===== src/rtl/life_pkg.sv =====
// rtl/life_pkg.sv - shared grid types and sequencer states for the life engine
package life_pkg;

  localparam int GRID_N = 16;
  localparam int GRID_W = GRID_N * GRID_N;

  typedef logic [GRID_W-1:0] grid_t;

  typedef enum logic [1:0] {
    IDLE   = 2'd0,
    RUN    = 2'd1,
    HALTED = 2'd2
  } seq_state_t;

endpackage


===== src/rtl/period_timer.sv =====
// rtl/period_timer.sv - free-running generation period timer
module period_timer #(
  parameter int PERIOD_W = 32
) (
  input  logic                clk,
  input  logic                reset,
  input  logic                clear,
  input  logic                enable,
  input  logic [PERIOD_W-1:0] period,
  output logic                expire
);

  logic [PERIOD_W-1:0] count;
  logic [PERIOD_W-1:0] limit;

  // A period of 0 behaves like 1; a period lowered below count runs to wrap.
  assign limit  = (period == '0) ? '0 : period - 1'b1;
  assign expire = enable && (count == limit);

  always_ff @(posedge clk) begin
    if (reset || clear) begin
      count <= '0;
    end else if (enable) begin
      count <= expire ? '0 : count + 1'b1;
    end
  end

endmodule


===== src/rtl/life_grid_sequencer.sv =====
// rtl/life_grid_sequencer.sv - grid register and generation sequencer around datapath
module life_grid_sequencer
  import life_pkg::*;
#(
  parameter int GRID_N   = 16,
  parameter int PERIOD_W = 32,
  parameter int GEN_W    = 16
) (
  input  logic                          clk,
  input  logic                          reset,
  input  logic                          load,
  input  logic [GRID_N*GRID_N-1:0]      init_state,
  input  logic                          start,
  input  logic                          stop,
  input  logic                          step,
  input  logic [PERIOD_W-1:0]           period,
  output logic [GRID_N*GRID_N-1:0]      grid,
  input  logic [GRID_N*GRID_N-1:0]      grid_evolve,
  output logic                          running,
  output logic                          stable,
  output logic                          empty,
  output logic [GEN_W-1:0]              gen_count,
  output logic                          gen_tick
);

  seq_state_t state, state_next;
  logic       commit_try;
  logic       timer_clear;
  logic       expire;
  logic       unchanged;

  assign unchanged = (grid_evolve == grid);
  assign running   = (state == RUN);
  assign stable    = (state == HALTED);
  assign empty     = (grid == '0);

  period_timer #(.PERIOD_W(PERIOD_W)) u_timer (
    .clk    (clk),
    .reset  (reset),
    .clear  (timer_clear),
    .enable (state == RUN),
    .period (period),
    .expire (expire)
  );

  always_comb begin
    state_next  = state;
    commit_try  = 1'b0;
    timer_clear = load;
    if (load) begin
      state_next = IDLE;
    end else begin
      case (state)
        IDLE: begin
          // stop outranks start, so a simultaneous pair leaves us idle
          if (stop) begin
            state_next = IDLE;
          end else if (start) begin
            state_next  = RUN;
            timer_clear = 1'b1;
          end else if (step) begin
            commit_try = 1'b1;
          end
        end
        RUN: begin
          if (stop) state_next = IDLE;
          else if (expire) commit_try = 1'b1;
        end
        default: state_next = state;
      endcase
      if (commit_try && unchanged) state_next = HALTED;
    end
  end

  always_ff @(posedge clk) begin
    if (reset) begin
      state     <= IDLE;
      grid      <= '0;
      gen_count <= '0;
      gen_tick  <= 1'b0;
    end else begin
      state    <= state_next;
      gen_tick <= commit_try && !unchanged;
      if (load) begin
        grid      <= init_state;
        gen_count <= '0;
      end else if (commit_try && !unchanged) begin
        grid      <= grid_evolve;
        gen_count <= gen_count + 1'b1;
      end
    end
  end

endmodule


===== config.mk =====
export PLATFORM = sky130hd
export DESIGN_NAME = life_grid_sequencer
export DESIGN_NICKNAME = d
export VERILOG_FILES = /design/src/rtl/life_pkg.sv /design/src/rtl/period_timer.sv /design/src/rtl/life_grid_sequencer.sv
export SDC_FILE = /design/constraint.sdc
export NUM_CORES = 1
export LEC_CHECK = 0
export ABC_AREA = 1
export CORE_AREA = 2 2 319 321
export DETAILED_ROUTE_END_ITERATION = 12
export DIE_AREA = 0 0 321 323
export HOLD_SLACK_MARGIN = 0.1
export PLACE_DENSITY_LB_ADDON = 0.05
export RECOVER_POWER = 25
export SETUP_SLACK_MARGIN = 0.05
export SYNTH_ARGS = -nofsm -noshare
export SYNTH_HDL_FRONTEND = slang
export SYNTH_SLANG_ARGS = --single-unit

===== constraint.sdc =====
create_clock -name clk -period 3.6 [get_ports clk]
set_input_delay 0.54 -clock clk [delete_from_list [all_inputs] [get_ports clk]]
set_output_delay 0.54 -clock clk [all_outputs]
set_load 0.01 [all_outputs]

---- After elaboration in Yosys (flattened, before gate mapping) ----
Cells that the tools add are included.
operators by class
  add/subtract/negate cells ............... 3
  equality and inequality tests ........... 8
  muxes and demuxes ....................... 21
  reduce and logical (&&, ||, !) cells .... 15
operators with widths
  cell                   number
  $mux 256               2
  $eq 256x256->1         1
  $logic_not 256->1      1
  $mux 32                2
  $add 32x1->32 const B  1
  $eq 32x32->1           1
  $logic_not 32->1       1
  $sub 32x1->32 const B  1
  $add 16x1->16 const B  1
  $mux 1                 11
  $mux 2                 4
  $ne 3x3->1 const B     2
  $reduce_and 3->1       2
  $ne 4x4->1 const B     1
  $pmux 2 s2             1
  $reduce_bool 2->1      2
  $logic_and 1x1->1      3
  $reduce_bool 3->1      1
  $reduce_or 3->1        1
  $eq 2x1->1 const B     1
  $eq 2x2->1 const B     1
  $logic_not 2->1        1
  $ne 2x2->1 const B     1
  $pmux 1 s2             1
  other kinds (3)        3
word-level totals
  bits in registers ....................... 307
  input port bits ......................... 550
  word-level logic and storage cells ...... 53

---- Longest topological paths before layout ----
Gate-level depths: netlist (run 1).
  word-level depth ........................ 12
  depth in mapped cells ................... 24
  depth with buffers taken out ............ 21

---- Cells and area by module ----
From an unflattened synthesis (run 1), not the netlist that was laid out.
unflattened totals
  cells, all modules ...................... 3803
  area, all modules ....................... 21773.4 sq um
by module, submodules not included
  module               times used  cells each  area each (sq um)  seq. area each (sq um)
  life_grid_sequencer  1           3166        18338.8            5505.3
  period_timer         1           637         3434.5             640.6

---- Least setup slack after synthesis (run 1) ----
Ideal clock, no wire load.
  path type ............................... in2reg
  start ................................... in period[0]
  end ..................................... reg gen_count[6]
  setup time .............................. 0.117 ns
  arrival ................................. 2.798 ns
  required time ........................... 3.483 ns
  slack ................................... 0.685 ns
  cell stages on the path ................. 19
  path through ............................ inv_1 -> ha_1 -> nand2_2 -> nor2_8 -> nand2_1 -> inv_2 -> nand2_4 -> buf_2 -> nand3_1 -> xor2_1 -> nand3_1 -> nor2_2 -> nand3_2 -> nand2_2 -> nand3_2 -> buf_2 -> buf_2 -> o21ai_0 -> nor2_1
on the way
  longest elaborated chain between the ends .. 10
  elaborated cells between the ends (all ways) .. 11
  classes of those cells .................. add/sub: 1; eq/ne: 1; mux: 6; reduce/logical: 3
ends and longest elaborated chain
  item                                                      RTL line                   text
  start: declaration                                        life_grid_sequencer.sv:16  input logic [PERIOD_W-1:0] period,
  $sub 32x1->32 / $logic_not 32->1 (equally long branches)  period_timer.sv:17         assign limit = (period == '0) ? '0 : period - 1'b1;
  $mux 32 (*)                                               period_timer.sv:17
  $eq 32x32->1 (*)                                          period_timer.sv:18         assign expire = enable && (count == limit);
  $logic_and 1x1->1 (*)                                     period_timer.sv:18
  $mux 1 (*)                                                life_grid_sequencer.sv:67  else if (expire) commit_try = 1'b1;
  $mux 1 (*)                                                life_grid_sequencer.sv:66  if (stop) state_next = IDLE;
  $pmux 1 s2 (*)                                            life_grid_sequencer.sv:53  case (state)
  $mux 1 (*) (2 in series)                                  life_grid_sequencer.sv:50  if (load) begin
  $logic_and 1x1->1 (*)                                     life_grid_sequencer.sv:87  end else if (commit_try && !unchanged) begin
  end signal: assignment                                    life_grid_sequencer.sv:89  gen_count <= gen_count + 1'b1;
  end: declaration                                          life_grid_sequencer.sv:22  output logic [GEN_W-1:0] gen_count,
Mark *: on every way between the ends. The rest lies on a longest branch, timed or not. The select of a mux whose other input is x is not followed.
A chain may end at the register's enable or synchronous reset.

---- Final worst setup path (run 1) ----
  start ................................... reg grid[246]
  end ..................................... out empty
on the way
  longest elaborated chain between the ends .. 1
ends and longest elaborated chain
  item                      RTL line                   text
  start: declaration        life_grid_sequencer.sv:17  output logic [GRID_N*GRID_N-1:0] grid,
  start signal: assignment  life_grid_sequencer.sv:85  grid <= init_state;
  start signal: assignment  life_grid_sequencer.sv:88  grid <= grid_evolve;
  $logic_not 256->1         life_grid_sequencer.sv:35  assign empty = (grid == '0);
  end: declaration          life_grid_sequencer.sv:21  output logic empty,
Every way passes these cells.

==> reports/metrics.cfg, run 1 <==
[worst_setup_path]
crit_arrival_ps = 2990
worstPathRequired_ps = 3060
end_kind = output port
worst_setup_path_start_kind = register
cp_max_fo = 5
cp_num_buf_inv = 2
cp_cell_sequence = nor4_2, nand2_1, or4_1, nor4_4, buf_4, and3_1, buf_6
crit_type = reg2out
slowest_delay_ps = 590
critPathSlowestCell = or4_1
crit_family = simple AND/OR/NAND/NOR gates

[floorplanning]
num_rows = 117
dieArea_um2 = 104000
coreArea_um2 = 101000
fp.dieH_um = 323
die_w_um = 321
io_pins = 826
initial_core_util_pct = 20.2

[synthesis]
synth-compound-area-share_pct = 10.3
synthTopCellsByArea = dfxtp_1, nand2_1, xnor2_1
synth_top_family_by_area = simple AND/OR/NAND/NOR gates
muxShareOfSynthArea_pct = 0
ys_types = 41
yosys_warnings = 0
synth-simple-area-share_pct = 41.8
async_flop_share_pct = 0
synth_top_cell_by_area = dfxtp_1
synthCells = 3234
synth_fp_nets = 3787
netlist.area_leader.share_pct = 30.3
ys_top_cells_by_count = nand2_1, nand3_1, dfxtp_1
ys.flop_type = dfxtp_1
ys_seq_elements = 307
yosys.area_share.adder_pct = 0.185
yosysSeqAreaShare_pct = 30.3
syn-cell-area_um2 = 20300
synthXorXnorAreaFrac_pct = 9.49
syn_avg_cell_area_um2 = 6.28
yosysMostFrequentCell = nand2_1
synth_edf_count = 0

[detailed_routing]
drc = 0
dr.pass1.iters = 6
drt_iter0_markers = 1673
wirelength_um = 144000
viasPerCell = 4.67
final_antenna_net_count = 0
wire_per_inst_um = 26.0
vias = 25800

[sta]
hold_viol_final = 0
min_period_ps = 3530
slew_violations = 0
finClkSkew_ps = 36.9
rsz0062_at_grt = true
fin_ws_ps = 65.6
setup_viol = 0
fin_crit_sh_pct = 98.2
max_freq_mhz = 283
whs_ps = 309
slew-limit-headroom_pct = 31.4
tightest_slew_ps = 1030

[clocking]
ctsHoldBuffers = 0
insertion_delay_ps = 620
cts.sinks = 307
numCtsBuffers = 45
cts_max_level = 2
clock_path_buffers = 3
cts_tree = built
cts-root-buf = clkbuf_16
cts.clk_slew.worst_paths_ps = 60

[place]
post-place-ws_ps = -784
hpwl_um = 115000
io_buffers = 825
gp_congestion = 0.870

[global_routing]
grt_pass1_wl_um = 197000
grt_usage_pct = 26.5
antenna_found_initial = 37
grt.overflow.total = 0
first_global_vias = 25400
grt_start_max_net_pins = 191

[min_path]
hold_class = in2reg

[run]
cap_violations = 0

[layout]
final_util_pct = 33.1
nets = 4729
synthToLayoutAreaGrowth_pct = 64.4
drive_above_1_share_pct = 9.92
fillers = 11200

[run_status]
status = finished, final reports clean

[power]
power.total_mw = 11.6
power.leakage_nw = 13.8
ir_drop_mv = 0.277
power.density_nw_per_um2 = 347

kinds of logic after synthesis:
logic type      count (synthesis)
buf+inv                       366
xor+xnor                      220
simple gates                 1941
flops                         307
compound gates                397
fa+ha+maj                       3
placed cells by master, fill, tap and decap left out, drive strengths merged, types with 2 or more instances in the layout:
cell	count
ha	3
nor3	23
dlygate4sd3	144
clkbuf	69
o2111ai	18
nor3b	2
o21ai	88
nand3b	3
o211ai	5
diode	16
xor2	28
clkdlybuf4s50	678
a21oi	278
clkinv	9
xnor2	192
nand4	124
or2	40
or4	2
o21bai	6
dfxtp	307
nand3	324
buf	255
inv	179
nor2	140
nand2	1188
nor4	94
power by group:
part           switching, mW  internal (mW)  total (mW)
logic                   1.71           1.59        3.29
clock network           1.86           2.55        4.41
registers              0.298           3.59        3.89
through the flow:
step                      TNS [ps]  instances  cell area, um2
after floorplan                  0       3234           20300
after global placement     -176380       5427           31600
after detailed placement   -200190       5427           31600
after CTS                     -182       5507           33100
after global routing         -24.6       5525           33400
final                            0       5530           33400
final timing paths:
kind	cells after the start	startpoint	end	slack, ps
max	7	grid[246]	empty	70
min	2	reset	grid[147]	310
max reg2reg	13	grid[171]	grid[185]	240
min reg2reg	2	gen_count[15]	gen_count[15]	500
area by class of cell:
class                           instances  area, um2  area share, %
Sequential cell                       307       6170           18.5
Clock buffer                           67       1300           3.89
Timing Repair Buffer                 1079      10700           31.9
Tap cell                             1309       1640           4.91
Multi-Input combinational cell       2563      12800           38.4
Inverter                              180        683           2.05
Antenna cell                           16       40.0          0.120
Clock inverter                          9       81.3          0.244
metal layers:
layer | up-vias | share of wire [%] | GRT usage (%)
met5 | - | 0.13 | 0
met4 | 30 | 2.4 | 6.59
met3 | 160 | 5.8 | 5.48
met2 | 799 | 49 | 46.9
met1 | 12200 | 42 | 32.6
li1 | 12600 | - | -
flip-flops by register name (all words and copies together) (netlist names):
signal / cells
grid: 256
u_timer.count: 32
gen_count: 16
state: 2
gen_tick: 1
what timing repair did:
| action | 4_1_cts | 5_1_grt |
|---|---|---|
| setup buffers | 4 | 3 |
| cloned | 0 | 4 |
| resized for setup | 28 | 23 |
| endpoints found under the setup margin | 268 | 193 |
| hold endpoints to repair | 0 | 0 |
| pin swaps | 6 | 5 |
(Power assumes the default switching activity.)
==> run 2: changes to the inputs <==
==> constraint.sdc (replaced) <==
create_clock -name clk -period 3.6 [get_ports clk]
set_input_delay 0.54 -clock clk [delete_from_list [all_inputs] [get_ports clk]]
set_output_delay 0.54 -clock clk [all_outputs]
set_load 0.02 [all_outputs]
==> reports/metrics.cfg, run 2 (same netlist as run 1, synthesis figures left out) <==
[run_status]
status = finished, final reports clean

[global_routing]
grt_usage_pct = 26.5
met1_usage_pct = 32.5
antenna_found_initial = 34
grt_pass1_wl_um = 197000
first_global_vias = 25400
grt.overflow.total = 0
grt_busiest_layer = met2
grt_start_max_net_pins = 139
use_met3_pct = 4.93
use_met2_pct = 47.3

[worst_setup_path]
cp_max_fo = 5
cp_cell_sequence = nor4_2, buf_4, nand4_1, or4_4, nor4_4, buf_4, and3_4, buf_12
critPathSlowestCell = or4_4
cp_num_buf_inv = 3
crit_family = simple AND/OR/NAND/NOR gates
worst_setup_path_start_kind = register
crit_arrival_ps = 2940
cpMostUsedCell = buf_4
end_kind = output port
crit_type = reg2out
worstPathRequired_ps = 3060
slowest_delay_ps = 570

[layout]
final_util_pct = 33.2
nets = 4734
drive_above_1_share_pct = 10.4
fillers = 11200
final_common_cell = nand2_1
mostFrequentLayoutCells = nand2_1, clkdlybuf4s50_1, nand3_1
stdcell_area_um2 = 33500
synthToLayoutAreaGrowth_pct = 64.9
largest_register_ffs = 256
top_regs = grid x256, u_timer.count x32, gen_count x16
largest-register = grid

[sta]
finClkSkew_ps = 36.6
max_freq_mhz = 287
hold_viol_final = 0
fin_crit_sh_pct = 96.6
slew_violations = 0
slew-limit-headroom_pct = 35.5
setup_viol = 0
rsz0062_at_grt = true
min_period_ps = 3480
tns_ps = 0
tightest_slew_ps = 967

[place]
io_buffers = 825
place_area_um2 = 31600
hpwl_um = 116000
gp_congestion = 0.861

[clocking]
cts_tree = built
cts_max_level = 2
cts.clk_slew.worst_paths_ps = 60
cts-root-buf = clkbuf_16
clock_path_buffers = 3
numCtsBuffers = 45
cts.sinks = 307
insertion_delay_ps = 610

[floorplanning]
num_rows = 117
die_w_um = 321
io_pins = 826
initial_core_util_pct = 20.2
dieArea_um2 = 104000
coreArea_um2 = 101000
fp.dieH_um = 323

[detailed_routing]
drt_iter0_markers = 1764
wire_per_inst_um = 25.9
drc = 0
vias = 25700
wirelength_um = 144000
viasPerCell = 4.63
dr.pass1.iters = 5
final_antenna_net_count = 0

[power]
switching_share_pct = 33.9
power.total_mw = 11.9
power.leakage_nw = 13.9
p_clk_share_pct = 38.4
p_int_mw = 7.84
combPwrFrac_pct = 28.7
ir_drop_mv = 0.249
switchingPower_mw = 4.02
power_frac_seq_pct = 32.8
power.density_nw_per_um2 = 354

[run]
cap_violations = 0

[min_path]
hold_class = in2reg

==> run 2: cell types whose count changed in the layout (fill, tap and decap cells not counted), moves of 3 or more <==
cell / change
buf_4: +10
dfxtp_2: +6
buf_12: -4
clkbuf_8: +4
dfxtp_1: -4
clkbuf_1: -3
nor2_1: -3
nor2_2: +3
==> run 2: power groups by stage <==
stage	registers (mW)	logic, mW	clock network [mW]
CTS	3.89	3.46	4.70
detailed placement	3.95	3.43	0
global route	3.91	3.65	4.83
global placement	3.95	3.44	0
finish	3.89	3.41	4.56
floorplan	4.08	1.12	0
==> run 2: worst reg2reg max path: cells and delay by family (launching register included) <==
family                 cells  cell delay, ps
XOR/XNOR                   1             530
AO/OA/AOI/OAI              1             180
flip-flops                 1             350
AND/OR/NAND/NOR            7            1480
buffers and inverters      4             710
==> run 2: routing by layer <==
metal	wire length, um	vias to the layer above
met3	7210	146
met5	170	-
met1	61100	12200
met4	3300	28
li1	-	12600
met2	71800	719
==> run 2: layout make-up <==
type / instances / area, um2 / share of cell area, %
Timing Repair Buffer: 1085 / 10700 / 31.9
Inverter: 180 / 683 / 2.04
Tap cell: 1309 / 1640 / 4.89
Clock inverter: 11 / 83.8 / 0.250
Antenna cell: 16 / 40.0 / 0.120
Clock buffer: 69 / 1370 / 4.09
Sequential cell: 307 / 6170 / 18.4
Multi-Input combinational cell: 2562 / 12800 / 38.3
==> run 2: repair_timing <==
| action | in CTS | in global routing |
|---|---|---|
| gates resized for setup | 36 | 26 |
| pin swaps | 8 | 3 |
| setup endpoints to repair | 198 | 197 |
| hold buffers | 0 | 0 |
| cloned | 0 | 2 |
| setup buffers | 2 | 4 |
==> run 2: through the flow <==
step / setup slack, ps / hold WS (ps) / std cells
2_1_floorplan: 685 / 457 / 3234
3_3_place_gp: -566 / 493 / 5435
3_5_place_dp: -617 / 494 / 5435
4_1_cts: -82.3 / 233 / 5517
5_1_grt: 22.2 / 254 / 5538
6_report: 122 / 262 / 5539
==> run 2: final timing paths <==
kind / depth (start not counted) / slack (ps) / endpoint / startpoint
worst min-delay path: 2 / 260 / grid[191] / reset
worst max-delay path: 8 / 120 / empty / grid[184]
worst max register to register: 13 / 290 / grid[114] / grid[171]
worst min register to register: 2 / 500 / gen_count[15] / gen_count[15]
==> run 3: changes to the inputs <==
CORE_AREA = 2 2 325 327   (was 2 2 319 321)
CTS_BUF_LIST = sky130_fd_sc_hd__clkbuf_8   (was default)
DIE_AREA = 0 0 327 329   (was 0 0 321 323)
GPL_TIMING_DRIVEN = 0   (was default)
==> reports/metrics.cfg, run 3 (same netlist as run 1, synthesis figures left out) <==
[run_status]
status = complete, but fails checks
violations = negative setup slack

[global_routing]
grt_usage_pct = 28.0
grt_pass1_wl_um = 210000
grt.overflow.total = 0
antenna_found_initial = 41
first_global_vias = 26100
grt_start_max_net_pins = 11

[layout]
multiInputGateArea_um2 = 13000
nets = 4690
final_common_cell = nand2_1
stdcell_area_um2 = 32300
largest_register_ffs = 256
final_util_pct = 31.0
synthToLayoutAreaGrowth_pct = 59.3
largest-register = grid
top_regs = grid x256, u_timer.count x32, gen_count x16
mostFrequentLayoutCells = nand2_1, clkdlybuf4s50_1, nand3_1
drive_above_1_share_pct = 7.10
fillers = 11700
stdcell_count = 5595
seqCellArea_um2 = 6180

[worst_setup_path]
worstPathRequired_ps = 3060
cp_max_fo = 2
worst_setup_path_start_kind = register
critPathSlowestCell = or4_4
crit_type = reg2out
cp_cell_sequence = nor4_4, nand4_1, or4_4, nor4_4, and3_1, buf_6
end_kind = output port
slowest_delay_ps = 610
cpMostUsedCell = nor4_4
crit_arrival_ps = 3070

[sta]
setup_viol = 1
rsz0062_at_grt = true
fin_crit_sh_pct = 100
fin_ws_ps = -8.62
slew_violations = 0
hold_viol_final = 0
whs_ps = 482
tightest_slew_ps = 1270
finClkSkew_ps = 52.0
max_freq_mhz = 277
slew-limit-headroom_pct = 15.4
min_period_ps = 3610

[power]
ir_drop_mv = 0.223
power_frac_seq_pct = 34.0
switchingPower_mw = 4.19
p_clk_share_pct = 37.5
switching_share_pct = 36.1
combPwrFrac_pct = 28.5
power.leakage_nw = 13.0
power.density_nw_per_um2 = 359
p_int_mw = 7.42

[detailed_routing]
viasPerCell = 4.65
final_antenna_net_count = 0
vias = 26000
wirelength_um = 156000
drt_iter0_markers = 1748
wire_per_inst_um = 27.9
dr.pass1.iters = 7
drc = 0

[floorplanning]
die_w_um = 327
fp.dieH_um = 329
io_pins = 826
coreArea_um2 = 104000
dieArea_um2 = 108000
initial_core_util_pct = 19.5
num_rows = 119

[place]
gp_congestion = 0.893
hpwl_um = 131000
placed_cells = 5448
post-place-ws_ps = -2290
io_buffers = 823
place_area_um2 = 30300

[clocking]
cts_tree = built
insertion_delay_ps = 710
clock_path_buffers = 3
cts_max_level = 3
cts.clk_slew.worst_paths_ps = 50
ctsHoldBuffers = 0
numCtsBuffers = 70
cts.sinks = 307
cts-root-buf = clkbuf_8

[min_path]
hold_class = in2reg

[run]
cap_violations = 0

==> run 3: changes by cell type in the layout (fill, tap and decap cells not counted), moves of 23 or more <==
| cell | delta |
|---|---|
| buf_12 | -27 |
| buf_4 | -209 |
| buf_6 | +23 |
| dlygate4sd3_1 | -58 |
| clkbuf_1 | +84 |
| buf_1 | +26 |
| clkbuf_8 | +80 |
| clkbuf_16 | -48 |
| clkdlybuf4s50_1 | +58 |
==> run 3: through the flow <==
step                TNS [ps]  total power, mW
floorplan                  0             5.20
global placement     -566940             7.30
detailed placement   -586190             7.29
CTS                     -169             11.8
global route           -1530             12.1
finish                 -8.62             11.6
==> run 3: repair_timing <==
| action | CTS | global route |
|---|---|---|
| buffers inserted | 5 | 3 |
| resized for setup | 71 | 38 |
| setup endpoints to repair | 276 | 270 |
| pin swaps | 9 | 10 |
==> run 3: layout make-up <==
class | instances | share of cell area, %
Sequential cell | 307 | 19.1
Antenna cell | 18 | 0.139
Clock buffer | 91 | 3.87
Tap cell | 1391 | 5.38
Multi-Input combinational cell | 2561 | 40.1
Timing Repair Buffer | 831 | 25.7
Inverter | 180 | 2.09
Clock inverter | 30 | 0.596
Buffer | 186 | 3.04
==> run 3: routing by layer <==
metal,vias to the layer above,track usage [%],wire length [um]
met1,12400,33.5,64400
li1,12600,-,-
met2,846,50.0,78300
met3,176,6.06,9120
met4,30,7.98,4150
met5,-,0,208
==> run 3: power by group through the flow <==
stage / clock, mW / sequential, mW / combinational (mW)
finish: 4.36 / 3.94 / 3.31
global placement: 0 / 4.00 / 3.31
CTS: 4.49 / 3.93 / 3.35
global route: 4.61 / 3.96 / 3.53
detailed placement: 0 / 4.00 / 3.30
floorplan: 0 / 4.08 / 1.12
==> run 3: critical path, delay by kind of cell, from the launching register on <==
family,cells,cell delay [ps]
simple gates,5,1900
flops,1,350
buf+inv,1,150
==> run 3: worst paths after layout <==
| kind | start | to | slack (ps) | cells after the start |
|---|---|---|---|---|
| worst max register to register | grid[207] | grid[183] | 240 | 12 |
| worst min register to register | gen_count[7] | gen_count[7] | 500 | 2 |
| worst max-delay path | grid[191] | empty | -9 | 6 |
| worst min-delay path | load | grid[80] | 480 | 4 |
